--- src/rtl/sdram_bus_if.sv ---
// ============================================================================
//  Module   : sdram_bus
//  Brief    : Word-wide request/acknowledge bus between a host port and an
//             SDRAM controller.
//  Revision : 1.0
// ============================================================================
`default_nettype none

interface sdram_bus #(
    parameter int AW = 22
) ();
    logic          req;
    logic          ack;
    logic [AW-1:0] address;
    logic [15:0]   data_write;
    logic [15:0]   data_read;
    logic          we;
    logic [1:0]    wm;

    modport master (
        output req, address, data_write, we, wm,
        input  ack, data_read
    );

    modport slave (
        input  req, address, data_write, we, wm,
        output ack, data_read
    );
endinterface

`default_nettype wire

--- src/rtl/sdram_byte_port.sv ---
// ============================================================================
//  Module   : sdram_byte_port
//  Brief    : Byte-wide host port onto a 16-bit SDRAM request/ack bus.
//             Define SDRAM_BYTE_PORT_CACHE_EN to add a one-word read buffer.
//  Revision : 1.0
// ============================================================================
`default_nettype none

module sdram_byte_port #(
    parameter  int ROW_BITS = 12,
    parameter  int COL_BITS = 8,
    localparam int AW       = ROW_BITS + COL_BITS + 2,
    localparam int BW       = AW + 1
) (
    input  wire logic          clk,
    input  wire logic          reset,
    input  wire logic          rd,
    input  wire logic          wr,
    input  wire logic [BW-1:0] addr,
    input  wire logic [7:0]    wdata,
    input  wire logic          invalidate,
    output logic [7:0]         rdata,
    output logic               rvalid,
    output logic               busy,
    sdram_bus.master           mem
);

    typedef enum logic [1:0] {
        IDLE     = 2'd0,
        WAIT_ACK = 2'd1,
        DONE     = 2'd2
    } state_t;

    state_t        r_state;
    logic          r_req;
    logic          r_we;
    logic          r_sel;
    logic          r_rvalid;
    logic          r_busy;
    logic          r_stale;
    logic [AW-1:0] r_addr;
    logic [15:0]   r_wdata;
    logic [1:0]    r_wm;
    logic [7:0]    r_rdata;

    logic [AW-1:0] w_word;
    logic          w_idle;
    logic          w_hit;
    logic          w_start;

    assign w_word = addr[BW-1:1];
    assign w_idle = (r_state == IDLE) && !r_busy;

`ifdef SDRAM_BYTE_PORT_CACHE_EN
    logic          r_buf_valid;
    logic [AW-1:0] r_buf_tag;
    logic [15:0]   r_buf_word;

    assign w_hit = w_idle && rd && !wr && r_buf_valid && (r_buf_tag == w_word);
`else
    logic w_unused_inval;

    assign w_unused_inval = invalidate;
    assign w_hit          = 1'b0;
`endif

    assign w_start = w_idle && (wr || (rd && !w_hit));

    always_ff @(posedge clk) begin
        if (reset) begin
            r_state  <= IDLE;
            r_req    <= 1'b0;
            r_rvalid <= 1'b0;
            r_busy   <= 1'b0;
            r_rdata  <= 8'h00;
            // An access cut off by reset still owes us one ack; swallow it later.
            r_stale  <= (r_stale || (r_state == WAIT_ACK)) && !mem.ack;
        end else begin
            r_req    <= 1'b0;
            r_rvalid <= 1'b0;
            if (mem.ack && r_stale) begin
                r_stale <= 1'b0;
            end
            case (r_state)
                IDLE: begin
                    if (w_start) begin
                        r_state <= WAIT_ACK;
                        r_req   <= 1'b1;
                        r_busy  <= 1'b1;
                        r_addr  <= w_word;
                        r_we    <= wr;
                        r_sel   <= addr[0];
                        r_wm    <= wr ? (addr[0] ? 2'b01 : 2'b10) : 2'b00;
                        if (wr) begin
                            r_wdata <= {wdata, wdata};
                        end
                    end
`ifdef SDRAM_BYTE_PORT_CACHE_EN
                    if (w_hit) begin
                        r_rvalid <= 1'b1;
                        r_rdata  <= addr[0] ? r_buf_word[15:8] : r_buf_word[7:0];
                    end
`endif
                end
                WAIT_ACK: begin
                    if (mem.ack && !r_stale) begin
                        r_state <= DONE;
                        if (!r_we) begin
                            r_rvalid <= 1'b1;
                            r_rdata  <= r_sel ? mem.data_read[15:8] : mem.data_read[7:0];
                        end
                    end
                end
                DONE: begin
                    r_state <= IDLE;
                    r_busy  <= 1'b0;
                end
                default: r_state <= IDLE;
            endcase
        end
    end

`ifdef SDRAM_BYTE_PORT_CACHE_EN
    always_ff @(posedge clk) begin
        if (reset) begin
            r_buf_valid <= 1'b0;
        end else begin
            if ((r_state == WAIT_ACK) && mem.ack && !r_stale && !r_we) begin
                r_buf_valid <= 1'b1;
                r_buf_tag   <= r_addr;
                r_buf_word  <= mem.data_read;
            end
            // Write-through: keep the buffered copy coherent with the write.
            if (w_idle && wr && r_buf_valid && (r_buf_tag == w_word)) begin
                if (addr[0]) begin
                    r_buf_word[15:8] <= wdata;
                end else begin
                    r_buf_word[7:0] <= wdata;
                end
            end
            if (invalidate) begin
                r_buf_valid <= 1'b0;
            end
        end
    end
`endif

    assign rdata          = r_rdata;
    assign rvalid         = r_rvalid;
    assign busy           = r_busy;
    assign mem.req        = r_req;
    assign mem.address    = r_addr;
    assign mem.data_write = r_wdata;
    assign mem.we         = r_we;
    assign mem.wm         = r_wm;

endmodule

`default_nettype wire
--- src/flat_wrapper.sv ---
// flat-port wrapper written by rule: the top's interface ports become plain ports
module sdram_byte_port_flat 
#(
    parameter  int ROW_BITS = 12,
    parameter  int COL_BITS = 8,
    localparam int AW       = ROW_BITS + COL_BITS + 2,
    localparam int BW       = AW + 1
)
  (clk, reset, rd, wr, addr, wdata, invalidate, rdata, rvalid, busy, mem_req, mem_address, mem_data_write, mem_we, mem_wm, mem_ack, mem_data_read);
  sdram_bus mem_i ();
  input  wire logic clk;
  input  wire logic reset;
  input  wire logic rd;
  input  wire logic wr;
  input  wire logic [BW-1:0] addr;
  input  wire logic [7:0] wdata;
  input  wire logic invalidate;
  output logic [7:0] rdata;
  output logic rvalid;
  output logic busy;
  output wire logic [$bits(mem_i.req)-1:0] mem_req;
  output wire logic [$bits(mem_i.address)-1:0] mem_address;
  output wire logic [$bits(mem_i.data_write)-1:0] mem_data_write;
  output wire logic [$bits(mem_i.we)-1:0] mem_we;
  output wire logic [$bits(mem_i.wm)-1:0] mem_wm;
  input wire logic [$bits(mem_i.ack)-1:0] mem_ack;
  input wire logic [$bits(mem_i.data_read)-1:0] mem_data_read;
  assign mem_req = mem_i.req;
  assign mem_address = mem_i.address;
  assign mem_data_write = mem_i.data_write;
  assign mem_we = mem_i.we;
  assign mem_wm = mem_i.wm;
  assign mem_i.ack = mem_ack;
  assign mem_i.data_read = mem_data_read;
  sdram_byte_port #(.ROW_BITS(ROW_BITS), .COL_BITS(COL_BITS)) u_core (.clk(clk), .reset(reset), .rd(rd), .wr(wr), .addr(addr), .wdata(wdata), .invalidate(invalidate), .rdata(rdata), .rvalid(rvalid), .busy(busy), .mem(mem_i));
endmodule
--- config.mk ---
export PLATFORM = sky130hd
export DESIGN_NAME = sdram_byte_port_flat
export DESIGN_NICKNAME = d
export VERILOG_FILES = /design/src/rtl/sdram_bus_if.sv /design/src/rtl/sdram_byte_port.sv /design/src/flat_wrapper.sv
export SDC_FILE = /design/constraint.sdc
export NUM_CORES = 1
export LEC_CHECK = 0
export ABC_AREA = 1
export BUFFER_PORTS_ARGS = -buffer_cell sky130_fd_sc_hd__buf_2
export CORE_MARGIN = 2
export CORE_UTILIZATION = 25
export CTS_BUF_LIST = sky130_fd_sc_hd__clkbuf_8 sky130_fd_sc_hd__clkbuf_16
export DETAILED_ROUTE_END_ITERATION = 6
export PLACE_DENSITY_LB_ADDON = 0.05
export SLEW_MARGIN = 30
export SYNTH_ARGS = -nofsm -noshare
export SYNTH_HDL_FRONTEND = slang
export SYNTH_SLANG_ARGS = --single-unit
export TNS_END_PERCENT = 20
--- constraint.sdc ---
create_clock -name clk -period 3.1 [get_ports clk]
set_clock_uncertainty 0.15 [all_clocks]
set_input_delay 0.31 -clock clk [delete_from_list [all_inputs] [get_ports clk]]
set_output_delay 0.31 -clock clk [all_outputs]
set_load 0.05 [all_outputs]
==> impl_metrics.ini <==
[timing]
rsz0062_at_grt = no
max_freq_mhz = 590.3
period_minus_slack_ns = 1.694
tns_ns = 0
setup_viol = 0
hold_viol = 0
max_slew_margin_pct = 57.77
worst_pin_slew_ns = 0.6300
drv_slew = 0
period_share_pct = 54.65

[clock_network]
clockRootBuffer = clkbuf_8
cts.reportedPaths.clkPinSlew_ns = 0.09
clk_path_buf_depth = 2
post_cts_resized = 0
hold_buffers = 0
cts_setup_buffers = 0
clock_sinks = 48
htree_num_levels = 2
cts_tree = done
numCtsBuffers = 5
clock_latency_ns = 0.29

[floorplanning]
ios = 105
rows = 30
die_x_um = 88.75
die_area_mm2 = 0.007876
initial_utilization_pct = 26.14
core-area_mm2 = 0.006869
fp.dieH_um = 88.75

[place]
gp_congestion = 0.6887
hpwl_um = 2881
place.port_buffers = 103

[pwr]
powerDensity_mw_per_mm2 = 600.2
max-vdd-ir-drop_uv = 191.8
total_power_mw = 1.486
leakage_nw = 1.178

[synthesis]
synth-async-reset-ratio_pct = 0
synth_top_cell_area_share_pct = 58.54
syn-instance-count = 152
yosys.area.top_type = edfxtp_1
netlist-cell-type-count = 18
ys_ff_latch = 48
synth_most_common_cell = edfxtp_1
synth-edff-count = 35
synth_compound_area_share_pct = 3.345
synth_top_family_by_area = simple AND/OR/NAND/NOR gates
syn-mean-instance-area_um2 = 11.81
syn_area_mm2 = 0.001795
synth_top_cells_by_area = edfxtp_1 (59%), dfxtp_1 (14%), nand2_1 (5.9%)
syn_nets = 205
synth-xor-area-share_pct = 0
synth_simple_gate_area_share_pct = 14.08
synthMuxAreaShare_pct = 0
synth_fa_ha_area_share_pct = 0
synth_flop_cell = edfxtp_1
synthTopCellsByCount = edfxtp_1 (35), nand2_1 (28), inv_1 (22), nor2_1 (21), dfxtp_1 (13)
ys.warnings.count = 0
ys_seq_area_share_pct = 73.03

[hold_path]
min-delay-path-class = primary input to flop

[routing]
drt_iter0_drc = 45
postRouteAntennaNets = 0
wl_per_cell_um = 11.02
via_count = 1313
drt_first_pass_iters = 3
drc = 0
vias_per_cell = 3.762
wirelength_um = 3846

[worst_setup_path]
required_ns = 2.89
crit_fanout = 8
cp-end-kind = flop
critPathLaunchType = flop
arrival_ns = 1.48
worstSetupPathType = flop to flop

[grt]
grt_max_degree = 27
antenna_found_initial = 0
grt_usage_pct = 9.804
grt_pass1_wl_um = 5920
grt_pass1_vias = 1274
grt.overflow.total = 0

[final_layout]
drive_above_1_share_pct = 47.04
nets = 305
antenna_cells = 0
area_delta_synth_final_pct = 37.91

[run_status]
status = complete, no violations

[job]
max_cap_viol_count = 0
## metal layers
layer / global-route usage [%] / up-vias / routed length, um
met2: 16.49 / 66 / 1680
met1: 11.43 / 567 / 1654
met3: 3.825 / 5 / 461
met4: 3.306 / 0 / 49
met5: 0 / - / 0
li1: - / 675 / -
## placed cells by master, fill, tap and decap left out
master,n
nor4_1,1
nor2_4,2
inv_1,22
nor3_2,1
o21ai_0,10
nor2_1,20
nor3_1,1
edfxtp_1,35
clkinv_1,2
nor2_2,1
dfxtp_1,13
clkbuf_8,5
buf_2,103
inv_2,1
nand2_2,1
or2_2,1
bufinv_16,1
clkinv_4,1
nand3_4,1
nand2_1,28
buf_4,1
a21oi_1,2
## logic make-up (layout without fill, tap and decap cells)
group / Yosys count / in the layout
AND/OR/NAND/NOR: 57 / 57
buffers and inverters: 35 / 136
flip-flops: 48 / 48
AO/OA/AOI/OAI: 12 / 12
## report_power, final
part	internal, mW	switching, mW
logic	0.0677	0.212
registers	0.738	0.0161
clock network	0.239	0.213
## stage by stage
step / setup slack [ns] / area (um^2) / instances / util [%] / hold slack [ns]
finish: 1.406 / 2476 / 349 / 36.05 / 0.03025
global route: 1.272 / 2476 / 349 / 36.05 / 0.01041
floorplan: 0.5876 / 1795 / 152 / - / 0.2589
CTS: 1.352 / 2476 / 349 / 36.05 / 0.01509
detailed placement: 1.331 / 2365 / 341 / 34.43 / 0.3260
global placement: 0.9735 / 2360 / 341 / 34.35 / 0.3213
## sequential cells by signal (all words and copies together), names as in the netlist
register	flops
u_core.rvalid	1
u_core.busy	1
u_core.r_state	2
u_core.mem.req	1
u_core.mem.data_write	8
u_core.r_sel	1
u_core.mem.we	1
u_core.rdata	8
u_core.mem.address	22
u_core.mem.wm	2
u_core.r_stale	1
## cell type report
cell class                      count  area [um^2]
Multi-Input combinational cell     69        320.3
Fill cell                         755         4393
Timing Repair Buffer              104        523.0
Sequential cell                    48         1311
Inverter                           24        90.09
Clock buffer                        5        68.82
Clock inverter                      3        42.54
Tap cell                           96        120.1
## critical path, cell delays in order, from the launching register on
cell     delay [ns]
dfxtp_1        0.37
nor3_1         0.14
nand2_1        0.16
nor3_2         0.52
## worst paths after layout
kind | endpoint | start | depth (start not counted) | slack [ns]
setup / recovery | u_core.mem.data_write[7] | u_core.r_state[1] | 3 | 1.41
hold / removal | u_core.mem.address[17] | addr[18] | 1 | 0.03
setup reg to reg | u_core.mem.data_write[7] | u_core.r_state[1] | 3 | 1.41
hold reg to reg | u_core.busy | u_core.busy | 2 | 0.34
No activity file was read; power rests on OpenSTA's default activity.
